### config.mk
export PLATFORM = sky130hd
export DESIGN_NAME = uart_leds7_display
export DESIGN_NICKNAME = d
export VERILOG_FILES = /design/src/rtl/leds7_pkg.sv /design/src/rtl/uart_leds7_display_seg7_encoder.sv /design/src/rtl/uart_leds7_display.sv
export SDC_FILE = /design/constraint.sdc
export NUM_CORES = 1
export LEC_CHECK = 0
export ABC_AREA = 0
export CORE_AREA = 2 2 127 129
export DETAILED_ROUTE_END_ITERATION = 16
export DIE_AREA = 0 0 129 131
export GPL_TIMING_DRIVEN = 0
export SETUP_SLACK_MARGIN = 0.4
export SYNTH_ARGS = -nofsm -noshare
export SYNTH_HDL_FRONTEND = slang
export SYNTH_SLANG_ARGS = --single-unit
export TNS_END_PERCENT = 50
### constraint.sdc
create_clock -name clk -period 3.9 [get_ports clk]
set_input_delay 0.975 -clock clk [delete_from_list [all_inputs] [get_ports clk]]
set_output_delay 0.975 -clock clk [all_outputs]
set_load 0.05 [all_outputs]
### src/rtl/leds7_pkg.sv
// Shared types and constants for the UART-driven 7-segment display path.
package leds7_pkg;

  typedef enum logic {
    S_READY,
    S_PROC
  } state_t;

  localparam logic [7:0] ASCII_BS   = 8'h08;
  localparam logic [7:0] ASCII_LF   = 8'h0A;
  localparam logic [7:0] ASCII_CR   = 8'h0D;
  localparam logic [7:0] ASCII_ESC  = 8'h1B;
  localparam logic [7:0] ASCII_BANG = 8'h21;

  // Active-high gfedcba patterns, index = hex value (entry 15 first).
  localparam logic [15:0][6:0] SEG7_LUT = {
    7'h71, 7'h79, 7'h5E, 7'h39, 7'h7C, 7'h77, 7'h6F, 7'h7F,
    7'h07, 7'h7D, 7'h6D, 7'h66, 7'h4F, 7'h5B, 7'h06, 7'h3F
  };

  // Returns {valid, nibble} for an ASCII hex character.
  function automatic logic [4:0] hex_to_nibble(input logic [7:0] c);
    logic [4:0] r;
    r = '0;
    if (c >= 8'h30 && c <= 8'h39)
      r = {1'b1, 4'(c - 8'h30)};
    else if (c >= 8'h61 && c <= 8'h66)
      r = {1'b1, 4'(c - 8'h57)};
    else if (c >= 8'h41 && c <= 8'h46)
      r = {1'b1, 4'(c - 8'h37)};
    return r;
  endfunction

endpackage

### src/rtl/uart_leds7_display_seg7_encoder.sv
// Nibble-to-segment encoder with blanking and selectable output polarity.
module seg7_encoder
  import leds7_pkg::*;
#(
  parameter int SEG_ACTIVE_LOW = 1
) (
  input  logic [3:0] nibble,
  input  logic       en,
  output logic [6:0] seg
);

  logic [6:0] lit;

  // Look up the glyph, blank when disabled, then apply pin polarity.
  always_comb begin
    lit = en ? SEG7_LUT[nibble] : '0;
    seg = (SEG_ACTIVE_LOW != 0) ? ~lit : lit;
  end

endmodule

### src/rtl/uart_leds7_display.sv
// UART byte stream to multi-digit 7-segment display controller.
module uart_leds7_display
  import leds7_pkg::*;
#(
  parameter int CLK_FREQ       = 50,
  parameter int NUM_DIGITS     = 4,
  parameter int BLINK_HZ       = 2,
  parameter int SEG_ACTIVE_LOW = 1
) (
  input  logic                              clk,
  input  logic                              reset,
  input  logic [7:0]                        s_tdata,
  input  logic                              s_tvalid,
  output logic                              s_tready,
  output logic [7*NUM_DIGITS-1:0]           seg,
  output logic [$clog2(NUM_DIGITS+1)-1:0]   digit_cnt,
  output logic                              blink_on,
  output logic                              err
);

  localparam int CNTW = $clog2(NUM_DIGITS + 1);
  localparam int DW   = 4 * NUM_DIGITS;
  localparam int HALF = CLK_FREQ * 1_000_000 / (2 * BLINK_HZ);
  localparam int CW   = (HALF > 1) ? $clog2(HALF) : 1;
  localparam logic [7*NUM_DIGITS-1:0] SEG_OFF = (SEG_ACTIVE_LOW != 0) ? '1 : '0;

  state_t                 state;
  logic [7:0]             byte_r;
  logic [DW-1:0]          shadow;
  logic [DW-1:0]          disp;
  logic [DW-1:0]          nib_ext;
  logic [CNTW-1:0]        shadow_cnt;
  logic [4:0]             dec;
  logic                   toggle_evt;
  logic [CW-1:0]          blink_cnt;
  logic                   blink_phase;
  logic                   visible;
  logic [7*NUM_DIGITS-1:0] seg_next;

  // Decode the captured byte and flag a blink toggle for the timer.
  always_comb begin
    dec          = hex_to_nibble(byte_r);
    nib_ext      = '0;
    nib_ext[3:0] = dec[3:0];
    toggle_evt   = (state == S_PROC) && (byte_r == ASCII_BANG);
    visible      = !(blink_on && !blink_phase);
  end

  // Accept one byte, then spend one cycle applying it to the buffers.
  always_ff @(posedge clk or posedge reset) begin
    if (reset) begin
      state      <= S_READY;
      s_tready   <= 1'b1;
      byte_r     <= '0;
      shadow     <= '0;
      shadow_cnt <= '0;
      disp       <= '0;
      digit_cnt  <= '0;
      blink_on   <= 1'b0;
      err        <= 1'b0;
    end else begin
      err <= 1'b0;
      case (state)
        S_READY: begin
          if (s_tvalid) begin
            byte_r   <= s_tdata;
            state    <= S_PROC;
            s_tready <= 1'b0;
          end
        end
        S_PROC: begin
          state    <= S_READY;
          s_tready <= 1'b1;
          if (dec[4]) begin
            // Oldest digit falls off the top once the buffer is full.
            shadow <= (shadow << 4) | nib_ext;
            if (shadow_cnt != CNTW'(NUM_DIGITS))
              shadow_cnt <= shadow_cnt + CNTW'(1);
          end else begin
            case (byte_r)
              ASCII_BS: begin
                shadow <= shadow >> 4;
                if (shadow_cnt != '0)
                  shadow_cnt <= shadow_cnt - CNTW'(1);
              end
              ASCII_CR, ASCII_LF: begin
                disp      <= shadow;
                digit_cnt <= shadow_cnt;
              end
              ASCII_ESC: begin
                shadow     <= '0;
                shadow_cnt <= '0;
                disp       <= '0;
                digit_cnt  <= '0;
              end
              ASCII_BANG: blink_on <= ~blink_on;
              default:    err      <= 1'b1;
            endcase
          end
        end
      endcase
    end
  end

  // Free-running half-period timer; a blink toggle restarts it in the lit phase.
  always_ff @(posedge clk or posedge reset) begin
    if (reset) begin
      blink_cnt   <= '0;
      blink_phase <= 1'b1;
    end else if (toggle_evt) begin
      blink_cnt   <= '0;
      blink_phase <= 1'b1;
    end else if (blink_cnt == CW'(HALF - 1)) begin
      blink_cnt   <= '0;
      blink_phase <= ~blink_phase;
    end else begin
      blink_cnt <= blink_cnt + CW'(1);
    end
  end

  for (genvar i = 0; i < NUM_DIGITS; i++) begin : g_digit
    seg7_encoder #(
      .SEG_ACTIVE_LOW(SEG_ACTIVE_LOW)
    ) u_enc (
      .nibble(disp[4*i +: 4]),
      .en    (visible && (digit_cnt > CNTW'(i))),
      .seg   (seg_next[7*i +: 7])
    );
  end

  // Register the segment pins.
  always_ff @(posedge clk or posedge reset) begin
    if (reset)
      seg <= SEG_OFF;
    else
      seg <= seg_next;
  end

endmodule

Word-level counts from Yosys, hierarchy flattened
Memories as Yosys holds them, arrays and structs flattened.
Cells that the tools add are included.
{"block": "word_totals", "ff_bits": 103, "mem_bits_ro": 448, "in_bits": 11, "output_inout_bits": 34, "elab_cells": 107, "n_memories": 4}
{"block": "classes", "add_sub_neg": 6, "order_cmp": 14, "n_eq_ne": 10, "mux": 30, "bitwise": 9, "reduce_logical": 22}
{"name": "(no name shown)", "words": 16, "width": 7, "read_ports": 1, "rd_clocked_by_memory_dff": 0, "wr": 0, "line": "uart_leds7_display_seg7_encoder.sv:16", "text": "lit = en ? SEG7_LUT[nibble] : '0;"}
{"name": "(no name shown)", "words": 16, "width": 7, "read_ports": 1, "rd_clocked_by_memory_dff": 0, "wr": 0, "line": "uart_leds7_display_seg7_encoder.sv:16"}
{"name": "(no name shown)", "words": 16, "width": 7, "read_ports": 1, "rd_clocked_by_memory_dff": 0, "wr": 0, "line": "uart_leds7_display_seg7_encoder.sv:16"}
{"name": "(no name shown)", "words": 16, "width": 7, "read_ports": 1, "rd_clocked_by_memory_dff": 0, "wr": 0, "line": "uart_leds7_display_seg7_encoder.sv:16"}
{"op": "16-bit one-hot mux with 2 select lines", "n": 2}
{"op": "7-bit two-way mux", "n": 8}
{"op": "24-bit two-way mux", "n": 2}
{"op": "7-bit NOT", "n": 4}
{"op": "24-bit by 1-bit adder with 24-bit output, second input constant", "n": 1}
{"op": "24-bit == test, second input constant", "n": 1}
{"op": "8-bit by 4-bit == test with 1-bit output, second input constant", "n": 3}
{"op": "4-bit by 5-bit less-than comparator with 1-bit output, second input constant", "n": 4}
{"op": "8-bit by 7-bit greater-or-equal comparator with 1-bit output, second input constant", "n": 2}
{"op": "8-bit by 7-bit <= comparator with 1-bit output, second input constant", "n": 2}
{"op": "16-bit two-way mux", "n": 1}
{"op": "16-bit by 4-bit bitwise OR with 16-bit output", "n": 1}
{"op": "5-bit two-way mux", "n": 3}
{"op": "3-bit one-hot mux with 2 select lines", "n": 2}
{"op": "1-bit logical AND", "n": 9}
{"op": "3-bit two-way mux", "n": 3}
{"op": "8-bit by 5-bit == test with 1-bit output, second input constant", "n": 1}
{"op": "8-bit by 6-bit == test with 1-bit output, second input constant", "n": 1}
{"op": "8-bit by 6-bit greater-or-equal comparator with 1-bit output, second input constant", "n": 1}
{"op": "8-bit by 6-bit <= comparator with 1-bit output, second input constant", "n": 1}
{"op": "4-bit by 3-bit subtractor with 4-bit output, second input constant", "n": 2}
{"op": "1-bit two-way mux", "n": 7}
{"op": "3-bit by 1-bit > comparator with 1-bit output, second input constant", "n": 2}
{"op": "3-bit by 2-bit > comparator with 1-bit output, second input constant", "n": 2}
{"op": "other kinds (16)", "n": 26}

Longest topological paths before layout
Gate-level depths: netlist of run 1.
{"block": "logic_depth", "depth_word": 7, "mapped_depth": 10, "depth_no_buf": 8}

Cells and area by module
A second synthesis of run 1 with hierarchy kept.
{"block": "hier_totals", "cells_unflattened": 548, "area_unflattened_um2": 5505.3}
{"mod": "uart_leds7_display", "instances": 1, "cells_per_inst": 410, "area_each_um2": 4441.8}
{"mod": "seg7_encoder (g_digit[0].u_enc ...)", "instances": 3, "cells_per_inst": 34, "area_each_um2": 264.0}
{"mod": "seg7_encoder (g_digit[3].u_enc)", "instances": 1, "cells_per_inst": 36, "area_each_um2": 271.5}

Worst setup path after synthesis of run 1
No wires, ideal clock.
{"block": "synth_timing", "kind": "register to register", "startpoint": "register byte_r[0]", "endpoint": "register shadow[3]", "setup_time_ns": 0.125, "arrival_time_ns": 2.054, "t_required_ns": 3.775, "setup_slack_ns": 1.721, "path_stages_with_launch": 9, "path_cell_list": "dfrtp_1 > inv_1 > ha_1 > o21ba_2 > o2111ai_4 > o21ai_4 > o31ai_4 > buf_6 > mux2_2"}
{"block": "synth_between", "elab_chain_cells": 7, "word_cells_on_any_way": 22, "cone_classes": "3 x add/sub; 6 x order compare; 2 x eq/ne; 5 x mux; 1 x bitwise; 5 x reduce/logical"}
{"element": "from (decl)", "line": "uart_leds7_display.sv:28", "text": "logic [7:0] byte_r;"}
{"element": "from (signal assigned)", "line": "uart_leds7_display.sv:66", "text": "byte_r <= s_tdata;"}
{"element": "8-bit by 7-bit greater-or-equal comparator with 1-bit output or 8-bit by 7-bit <= comparator with 1-bit output (tied branches)", "line": "leds7_pkg.sv:29", "text": "else if (c >= 8'h41 && c <= 8'h46)"}
{"element": "1-bit logical AND", "line": "leds7_pkg.sv:29"}
{"element": "5-bit two-way mux", "line": "leds7_pkg.sv:29"}
{"element": "5-bit two-way mux", "line": "leds7_pkg.sv:27", "text": "else if (c >= 8'h61 && c <= 8'h66)"}
{"element": "5-bit two-way mux", "line": "leds7_pkg.sv:25", "text": "if (c >= 8'h30 && c <= 8'h39)"}
{"element": "3-bit nonzero test (no line) or 16-bit by 4-bit bitwise OR with 16-bit output (tied branches)"}
{"element": "2-bit AND reduction (no line) or 16-bit two-way mux (tied branches)"}
{"element": "to (signal assigned)", "line": "uart_leds7_display.sv:76", "text": "shadow <= (shadow << 4) | nib_ext;"}
{"element": "to (signal assigned)", "line": "uart_leds7_display.sv:82", "text": "shadow <= shadow >> 4;"}
{"element": "to (decl)", "line": "uart_leds7_display.sv:29", "text": "logic [DW-1:0] shadow;"}
Several ways; a longest one is shown, not always the timed one. The select of a mux whose other input is x is not followed.
A chain may end at the register's enable or synchronous reset.

Final worst setup path of run 1
{"block": "layout_timing", "startpoint": "register s_tready", "endpoint": "output port s_tready"}
{"element": "from (decl)", "line": "uart_leds7_display.sv:14", "text": "output logic s_tready,"}
{"element": "from (signal assigned)", "line": "uart_leds7_display.sv:53", "text": "s_tready <= 1'b1;"}
{"element": "from (signal assigned)", "line": "uart_leds7_display.sv:68", "text": "s_tready <= 1'b0;"}
{"element": "from (signal assigned)", "line": "uart_leds7_display.sv:73", "text": "s_tready <= 1'b1;"}
No word-level cell between the ends.

==> results of run 1 <==
power breakdown:
| part | internal [uW] | switching (uW) |
|---|---|---|
| logic | 279 | 469 |
| registers | 1240 | 97.9 |
| clock network | 616 | 392 |
logic make-up after synthesis:
family	after synthesis	share of synthesized area, %
adder cells (fa/ha/maj)	29	6.78
buffers and inverters	52	4.32
multiplexers	21	4.63
AO/OA/AOI/OAI	107	13.3
flip-flops	103	48.9
AND/OR/NAND/NOR	210	18.0
XOR/XNOR	25	4.09
area by class of cell:
cell class                 count  share of cell area, %
sequential                   103                   40.5
inverter                      25                   1.51
clock inverter                 4                   1.18
buffer                        27                   2.13
tap                          216                   4.19
timing repair buffer          46                   7.45
multi-input combinational    392                   38.9
clock buffer                  12                   4.13
cell usage in the layout (no fill, tap or decap), types with 3 or more instances in the layout:
cell type        instances
clkbuf_8                 3
dfrtp_1                 73
a21oi_1                 20
mux2_2                  10
nor2b_1                  8
o211ai_1                14
o311ai_0                 8
nand2b_1                 8
a211oi_1                 4
buf_6                    3
xnor2_1                 11
and2_1                   3
and3_1                   7
ha_1                    29
o21a_1                   5
and4_1                   4
buf_2                    8
o21ai_0                 39
clkdlybuf4s50_1         44
clkbuf_16                9
xor2_1                  14
mux2i_1                  9
nor3_1                   3
a21o_1                   5
nand3_1                 23
inv_1                   24
clkbuf_1                14
nand2_1                 89
nand3b_1                 4
dfstp_2                 30
nand4_1                  5
nor2_1                  49
registers in the layout, indices dropped and copies added, names as in the netlist:
signal       flops
byte_r           8
err              1
shadow          16
s_tready         1
blink_phase      1
seg             28
blink_on         1
blink_cnt       24
disp            16
shadow_cnt       3
state            1
digit_cnt        3
per-layer routing:
| layer | global-route usage [%] | up-vias |
|---|---|---|
| met5 | 0 | - |
| met4 | 6.07 | 0 |
| met3 | 2.24 | 14 |
| met2 | 22.5 | 68 |
| met1 | 18.7 | 1912 |
| li1 | - | 1994 |
how the worst max path moves through the flow:
stage               startpoint           end  cells after the start
global placement         reset      disp[13]                      2
floorplan                reset  blink_cnt[0]                      1
detailed placement    s_tvalid     byte_r[4]                      5
global route            seg[5]        seg[5]                      1
finish                s_tready      s_tready                      1
CTS                    seg[19]       seg[19]                      1
per-stage QoR:
step | instance area (sq um) | power, uW
final | 6450 | 3100
after global routing | 6450 | 3260
after CTS | 6450 | 3140
after detailed placement | 6110 | 2120
after global placement | 6070 | 2090
after floorplan | 5360 | 1890
==> metrics.cfg, run 1 <==
[run_status]
status = finished clean

[timing]
timing.clock.skew_ps = 4.78
final_period_minus_worst_setup_slack_ps = 2640
whs_ps = 470
max_slew.worst_pin.slew_ps = 673
slew_viol_final = 0
grt_setup_unrepaired = false
max-slew-margin-rel_pct = 55.0
final_critical_path_share_of_the_clock_period_pct = 67.8
setup_viols_final = 0
timing.final.ws_setup_ps = 1260
maxClockFrequency_mhz = 378
finalSetupTns_ps = 0
timing.final.hold_violations = 0

[yosys]
ys_ff_latch = 103
synth_warnings = 0
most_frequent_cell_after_synthesis = nand2_1
synth.yosys.seq_area_share_pct = 48.9
postSynth.asyncResetShare_pct = 100
synth.lib_cells_used.distinct = 48
synth_common_cells = nand2_1, dfrtp_1, nor2_1
synthFlopType = dfrtp_1
synth_largest_area_cell = dfrtp_1
syn-instance-count = 547
post_synth_instance_area_sq_um = 5350
postSynthAreaPerCell_sq_um = 9.79
syn_nets = 587
edff_count_synth = 0
netlist_top_cells_area = dfrtp_1, dfstp_2, ha_1, nand2_1, o21ai_0
synth_top_area_share_pct = 34.1

[die]
design.die.area_sq_um = 16900
ios = 45
num_rows = 46
design.core.area_sq_um = 15600
die_h_um = 131
start_util_pct = 34.3
die_outline_width_um = 129

[global_routing]
grt_antenna_before_repair = 0
globalRouteOverflowTotal = 0
global_route_wire_length_before_repair_mm = 19.0
grt_pass1_vias = 3989
grt_start_max_net_pins = 39
grt.total_usage_pct = 14.0

[drt]
drtAntennaViolNets = 0
detail_route.wirelength_mm = 10.9
routed-wl-met2_mm = 5.16
maxUsedRoutingLayer = met4
remaining_routing_drc_violations = 0
detailedRoute.firstPassIterationCount = 5
routedWlPerCell_um = 13.2
vias_per_cell = 4.83
met1_wire_length_mm = 5.16
wl_met3_um = 390
drt_first_iter_violations = 223
route.vias.total = 3988

[layout]
utilization_pct = 41.4
num-nets-final = 644
area.sequential_sq_um = 2620
ratio_of_cells_with_drive_above_1_in_the_final_layout_pct = 12.6
finish.cell_count_without_fillers = 825
synthToLayoutAreaGrowth_pct = 20.5
num-fill-cells = 1486
multi_input_comb_area_sq_um = 2510
insertedDiodeCount = 0

[worst_setup_path]
critPathRequiredTime_ps = 2920
worstPathCellList = clkdlybuf4s50_1
cell_type_of_the_slowest_stage_on_the_worst_timing_path = clkdlybuf4s50_1
timing.rr.start = byte_r[1]
path_buf_inv = 1
critical-path-max-stage-delay_ps = 790
critical_path.startpoint_type = flip-flop
critical_path_arrival_ps = 1670
critPathCaptureType = output port
cpLargestDelayFamily = buffers and inverters
path_class = flip-flop to output port
worstReg2RegEnd = shadow[3]
timing.reg2reg.worst_path_depth = 8
rrSetupSlack_ps = 1550
cp_max_fo = 2

[pwr]
peakVddDrop_uv = 257
power.density_nw_per_um2 = 480
power_leakage_uw = 0.00265

[worst_hold_path]
worst_hold_path_type = flip-flop to flip-flop
hold_start = shadow[15]
whs_path_depth = 2
hold_endpoint = shadow[15]

[cts]
tritoncts = yes
post_cts_buffers = 0
cts_buffers = 9
cts_num_sinks = 103
clock_latency_ps = 350
cts.clk_slew.worst_paths_ps = 70
post_cts_resized = 0
htreeDepth = 3
clock_tree.root_cell = clkbuf_16
cts.path.max_buffers = 2
cts_hold_buf = 0

[placed_design]
numPlacedInstances = 809
placement.setup.worst_slack_ps = 1350
buffer_ports.inserted = 44
detailedPlacementHpwl_mm = 8.21
routabilityCongestion = 0.867

[flow_run]
timing.max_cap.violations = 0

No activity file was read; power rests on OpenSTA's default activity.
==> run 2: changes to the inputs <==
Clock period 3.9 ns to 2.15 ns, I/O delays scaled along.
==> run 2 against run 1 <==
Net effect:
- utilization up 1.9 points
- via count up 3.9%
- hold slack better by 2.6 ps
- critical path depth up 7
- setup slack worse by 1200 ps
- die area unchanged
- sequential share of layout area down 1.8 points
- combinational power up 87%
- final cell count up 3.3%
- total power up 83%
- critical endpoint is now shadow[3]
==> metrics.cfg, run 2 (synthesized netlist as in run 1, its figures left out) <==
[global_routing]
global_route_wire_length_before_repair_mm = 19.6  ; was 19.0 mm
globalRouteOverflowTotal = 0  ; unchanged
grt_antenna_before_repair = 0  ; unchanged
grt.total_usage_pct = 14.4  ; was 14.0%
grt_pass1_vias = 4127  ; was 3989
grt_start_max_net_pins = 39  ; unchanged

[cts]
tritoncts = yes  ; unchanged
cts.clk_slew.worst_paths_ps = 70  ; about the same
htreeDepth = 3  ; unchanged
cts_buffers = 9  ; unchanged
cts.path.max_buffers = 2  ; unchanged
cts_num_sinks = 103  ; unchanged
clock_tree.root_cell = clkbuf_16  ; unchanged
clock_latency_ps = 350  ; about the same
cts_hold_buf = 0  ; unchanged

[pwr]
report.power.total_uw = 5670  ; was 3100 uW
pwr-share-comb_pct = 24.6  ; was 24.2%
p_sw_uw = 1800  ; was 959 uW
power_leakage_uw = 0.00280  ; was 0.00265 uW
power.density_nw_per_um2 = 840  ; was 480 nW/um^2
clockPowerShare_pct = 32.4  ; was 32.5%
p_sw_share_pct = 31.7  ; was 31.0%
peakVddDrop_uv = 474  ; was 257 uV
cell_internal_power_uw = 3870  ; was 2140 uW
share_seq_of_total_power_pct = 43.0  ; was 43.3%

[layout]
reg_with_most_ffs = seg  ; unchanged
largest_register_ffs = 28  ; unchanged
num-nets-final = 671  ; was 644
synthToLayoutAreaGrowth_pct = 26.1  ; was 20.5%
final_cell_mix = nand2_1, dfrtp_1, nor2_1  ; unchanged
layout_commonest_cell = nand2_1  ; unchanged
ratio_of_cells_with_drive_above_1_in_the_final_layout_pct = 24.5  ; was 12.6%
insertedDiodeCount = 0  ; unchanged
largest_registers = seg (28), blink_cnt (24)  ; unchanged

[timing]
final_period_minus_worst_setup_slack_ps = 2050
whs_ps = 473  ; was 470 ps
setup_viols_final = 0  ; unchanged
maxClockFrequency_mhz = 487
max-slew-margin-rel_pct = 55.2  ; was 55.0%
timing.clock.skew_ps = 5.63  ; was 4.78 ps
grt_setup_unrepaired = true  ; was false
timing.final.hold_violations = 0  ; unchanged
max_slew.worst_pin.slew_ps = 670  ; was 673 ps
slew_viol_final = 0  ; unchanged
final_critical_path_share_of_the_clock_period_pct = 95.6

[placed_design]
detailedPlacementHpwl_mm = 8.21  ; unchanged
routabilityCongestion = 0.867  ; unchanged
buffer_ports.inserted = 44  ; unchanged

[run_status]
status = finished clean  ; unchanged

[drt]
route.vias.total = 4145  ; was 3988
detail_route.wirelength_mm = 11.6  ; was 10.9 mm
vias_per_cell = 4.87  ; was 4.83
detailedRoute.firstPassIterationCount = 4  ; was 5
routedWlPerCell_um = 13.6  ; was 13.2 um
remaining_routing_drc_violations = 0  ; unchanged
drt_first_iter_violations = 279  ; was 223
drtAntennaViolNets = 0  ; unchanged

[die]
start_util_pct = 34.3  ; unchanged
die_h_um = 131  ; unchanged
num_rows = 46  ; unchanged
design.die.area_sq_um = 16900  ; unchanged
design.core.area_sq_um = 15600  ; unchanged
die_outline_width_um = 129  ; unchanged
ios = 45  ; unchanged

[worst_setup_path]
cp_max_fo = 5  ; was 2
critPathCaptureType = flip-flop  ; was output port
critical_path_arrival_ps = 2290  ; was 1670 ps
critPathRequiredTime_ps = 2390  ; was 2920 ps
critical_path.startpoint_type = flip-flop  ; unchanged
path_class = flip-flop to flip-flop  ; was flip-flop to output port

[worst_hold_path]
worst_hold_path_type = flip-flop to flip-flop  ; unchanged

[flow_run]
timing.max_cap.violations = 0  ; unchanged

run 2: cell count changes in the layout (fill, tap and decap cells not counted), sizes merged:
cell / delta
dlygate4sd2: +15
clkbuf: +6
clkdlybuf4s50: -34
buf: +40
run 2: power by group through the flow:
| stage | clock, uW | combinational (uW) | sequential, uW |
|---|---|---|---|
| after floorplan | 0 | 583 | 2840 |
| after global placement | 0 | 1340 | 2460 |
| after detailed placement | 0 | 1370 | 2470 |
| after CTS | 1880 | 1370 | 2440 |
| after global routing | 1960 | 1520 | 2480 |
| final | 1840 | 1400 | 2440 |
run 2: worst max-delay path, cell delays in order, from the launching register on:
cell and delay, ps:
dfrtp_2 420, inv_2 70, ha_4 160, o21ba_4 220, o2111ai_4 240, o21ai_4 110, o31ai_4 240, buf_6 170
mux2_4 300
run 2: what timing repair did:
item                       4_1_cts  5_1_grt
gates cloned                     1        2
setup buffers                   17        7
gates resized for setup        128       38
pin swaps                        8        3
setup endpoints to repair      101       89
run 2: metrics by stage:
stage	utilization, %	std cells	cell area (sq um)	setup WS, ps	TNS, ps
after floorplan	-	547	5360	-29.0	-29.0
after global placement	38.9	807	6070	-612	-54080
after detailed placement	39.2	809	6110	-207	-3810
after CTS	42.4	843	6610	147	0
after global routing	43.3	852	6750	17.4	0
final	43.3	852	6750	95.5	0
run 2: final cells by class:
class | count | area [sq um]
buffer | 27 | 175
multi-input combinational | 392 | 2650
timing repair buffer | 73 | 596
clock inverter | 4 | 76.3
sequential | 103 | 2620
fill | 1436 | 8850
inverter | 25 | 97.6
tap | 216 | 270
clock buffer | 12 | 267
run 2: final timing paths:
| kind | from | end | slack, ps | depth (start not counted) |
|---|---|---|---|---|
| min in group asynchronous | reset | state | 630 | 2 |
| max in group asynchronous | reset | seg[26] | 590 | 4 |
| max | byte_r[0] | shadow[3] | 100 | 8 |
| min reg2reg | shadow[15] | shadow[15] | 470 | 2 |
| max reg2reg | byte_r[0] | shadow[3] | 100 | 8 |
| min | shadow[15] | shadow[15] | 470 | 2 |
run 2: metal layers:
| layer | track usage [%] | wire length (um) | vias to the layer above |
|---|---|---|---|
| li1 | - | - | 2044 |
| met1 | 18.9 | 5350 | 1987 |
| met2 | 23.4 | 5430 | 92 |
| met3 | 2.40 | 458 | 22 |
| met4 | 6.78 | 326 | 0 |
| met5 | 0 | 0 | - |
==> run 3: changes to the inputs <==
Settings changed: CTS_BUF_LIST set to sky130_fd_sc_hd__clkbuf_2, REMOVE_ABC_BUFFERS set to 1.
Clock period 2.15 ns to 2.6 ns, I/O delays scaled along.
==> run 3 against run 2 <==
Net effect:
- wire length shrank 3.0%
- final cell count is 4.1% lower
- sequential share of layout area is 3.2 points higher
- final area decreased by 7.6%
- clock-buffer cell count is 3 lower
- largest cell class is now sequential cells
- largest power group unchanged
- highest routed layer unchanged
==> metrics.cfg, run 3 (synthesized netlist as in run 1, its figures left out) <==
[drt]
detail_route.wirelength_mm = 11.2  ; was 11.6 mm
route.vias.total = 3994  ; was 4145
vias_per_cell = 4.89  ; was 4.87
routedWlPerCell_um = 13.7  ; was 13.6 um
drt_first_iter_violations = 306  ; was 279
drtAntennaViolNets = 0  ; unchanged
detailedRoute.firstPassIterationCount = 4  ; unchanged
remaining_routing_drc_violations = 0  ; unchanged

[layout]
synthToLayoutAreaGrowth_pct = 16.5  ; was 26.1%
largest_registers = seg (28), blink_cnt (24)  ; unchanged
layout_commonest_cell = nand2_1  ; unchanged
ratio_of_cells_with_drive_above_1_in_the_final_layout_pct = 19.5  ; was 24.5%
largest_register_ffs = 28  ; unchanged
final_cell_mix = nand2_1, dfrtp_1, nor2_1  ; unchanged
reg_with_most_ffs = seg  ; unchanged
insertedDiodeCount = 0  ; unchanged
finish.cell_count_without_fillers = 817  ; was 852
final_design_area_no_fill_sq_um = 6240  ; was 6750 sq um
num-nets-final = 636  ; was 671

[global_routing]
grt.total_usage_pct = 14.1  ; was 14.4%
grt_antenna_before_repair = 0  ; unchanged
grt_pass1_vias = 3816  ; was 4127
global_route_wire_length_before_repair_mm = 18.9  ; was 19.6 mm
grt_start_max_net_pins = 61  ; was 39
globalRouteOverflowTotal = 0  ; unchanged

[placed_design]
routabilityCongestion = 0.860  ; was 0.867
detailedPlacementHpwl_mm = 7.45  ; was 8.21 mm
buffer_ports.inserted = 44  ; unchanged
placement.cell_area_sq_um = 5970  ; was 6110 sq um
numPlacedInstances = 782  ; was 809

[cts]
clock_latency_ps = 610  ; was 350 ps
tritoncts = yes  ; unchanged
htreeDepth = 3  ; unchanged
cts_buffers = 9  ; unchanged
clock_tree.root_cell = clkbuf_2  ; was clkbuf_16
cts_num_sinks = 103  ; unchanged
cts.clk_slew.worst_paths_ps = 290  ; was 70 ps
cts.path.max_buffers = 2  ; unchanged

[die]
design.core.area_sq_um = 15600  ; unchanged
die_outline_width_um = 129  ; unchanged
die_h_um = 131  ; unchanged
ios = 45  ; unchanged
design.die.area_sq_um = 16900  ; unchanged
num_rows = 46  ; unchanged
start_util_pct = 34.3  ; unchanged

[worst_setup_path]
critical_path_arrival_ps = 1620  ; was 2290 ps
rrSetupSlack_ps = 430  ; was 100 ps
path_buf_inv = 1  ; was 2
timing.reg2reg.worst_path_depth = 8  ; unchanged
cpLargestDelayFamily = flip-flops  ; was compound AO/OA/AOI/OAI gates
cp_max_fo = 1  ; was 5
critPathRequiredTime_ps = 1950  ; was 2390 ps
critical_path.startpoint_type = flip-flop  ; unchanged
timing.rr.start = byte_r[0]  ; unchanged
critPathCaptureType = output port  ; was flip-flop
path_class = flip-flop to output port  ; was flip-flop to flip-flop
worstPathCellList = clkdlybuf4s15_1  ; was inv_2 > ha_4 > o21ba_4 > o2111ai_4 > o21ai_4 > o31ai_4 > buf_6 > mux2_4
cell_type_of_the_slowest_stage_on_the_worst_timing_path = dfstp_2  ; was dfrtp_2
critical-path-max-stage-delay_ps = 570  ; was 420 ps
worstReg2RegEnd = shadow[3]  ; unchanged

[pwr]
power.density_nw_per_um2 = 647  ; was 840 nW/um^2
peakVddDrop_uv = 265  ; was 474 uV
report.power.total_uw = 4040  ; was 5670 uW
power_leakage_uw = 0.00258  ; was 0.00280 uW

[timing]
grt_setup_unrepaired = true  ; unchanged
timing.clock.skew_ps = 39.6  ; was 5.63 ps
whs_ps = 400  ; was 473 ps
timing.final.hold_violations = 0  ; unchanged
maxClockFrequency_mhz = 440
final_period_minus_worst_setup_slack_ps = 2270
slew_viol_final = 0  ; unchanged
max-slew-margin-rel_pct = 52.6  ; was 55.2%
max_slew.worst_pin.slew_ps = 708  ; was 670 ps
setup_viols_final = 0  ; unchanged
final_critical_path_share_of_the_clock_period_pct = 87.4
finalSetupTns_ps = 0  ; unchanged

[run_status]
status = finished clean  ; unchanged

[flow_run]
timing.max_cap.violations = 0  ; unchanged

[worst_hold_path]
worst_hold_path_type = input pin to asynchronous set/reset pin  ; was flip-flop to flip-flop

## run 3: worst max path at each step
stage                 startpoint            end  cells after the start
global route             seg[20]        seg[20]                      1
global placement           reset      byte_r[0]                      2
CTS                 digit_cnt[0]   digit_cnt[0]                      1
detailed placement     byte_r[0]  shadow_cnt[1]                      8
floorplan                  reset   blink_cnt[0]                      1
finish                   seg[20]        seg[20]                      1
## run 3: cell type report
class	instances	area, sq um
Fill cell	1559	9360
Sequential cell	103	2620
Multi-Input combinational cell	395	2600
Timing Repair Buffer	62	494
Tap cell	216	270
Clock inverter	7	111
Inverter	25	96.3
Clock buffer	9	45.0
## run 3: timing repair
item / CTS / global route
setup endpoints to repair: 77 / 74
cloned: 3 / 0
buffers inserted: 10 / 6
gates resized for setup: 134 / 12
hold buffers: 0 / 0
pin swaps: 4 / 3
## run 3: layer usage
metal	routed length, um	GRT usage, %	up-vias	share of wire, %
met3	505	3.62	8	4.5
met1	5080	18.2	1934	45
met2	5530	23.9	80	49
li1	-	-	1972	-
met4	102	3.20	0	0.91
met5	0	0	-	0
## run 3: per-stage QoR
stage	setup slack [ps]	utilization [%]
global placement	-2170	38.0
global route	231	40.0
detailed placement	-391	38.3
floorplan	-704	-
finish	327	40.0
CTS	269	39.6
## run 3: power breakdown
| group | leakage, uW | switching [uW] | internal [uW] |
|---|---|---|---|
| clock network | 0.0000909 | 537 | 408 |
| logic | 0.00120 | 716 | 352 |
| registers | 0.00129 | 160 | 1860 |
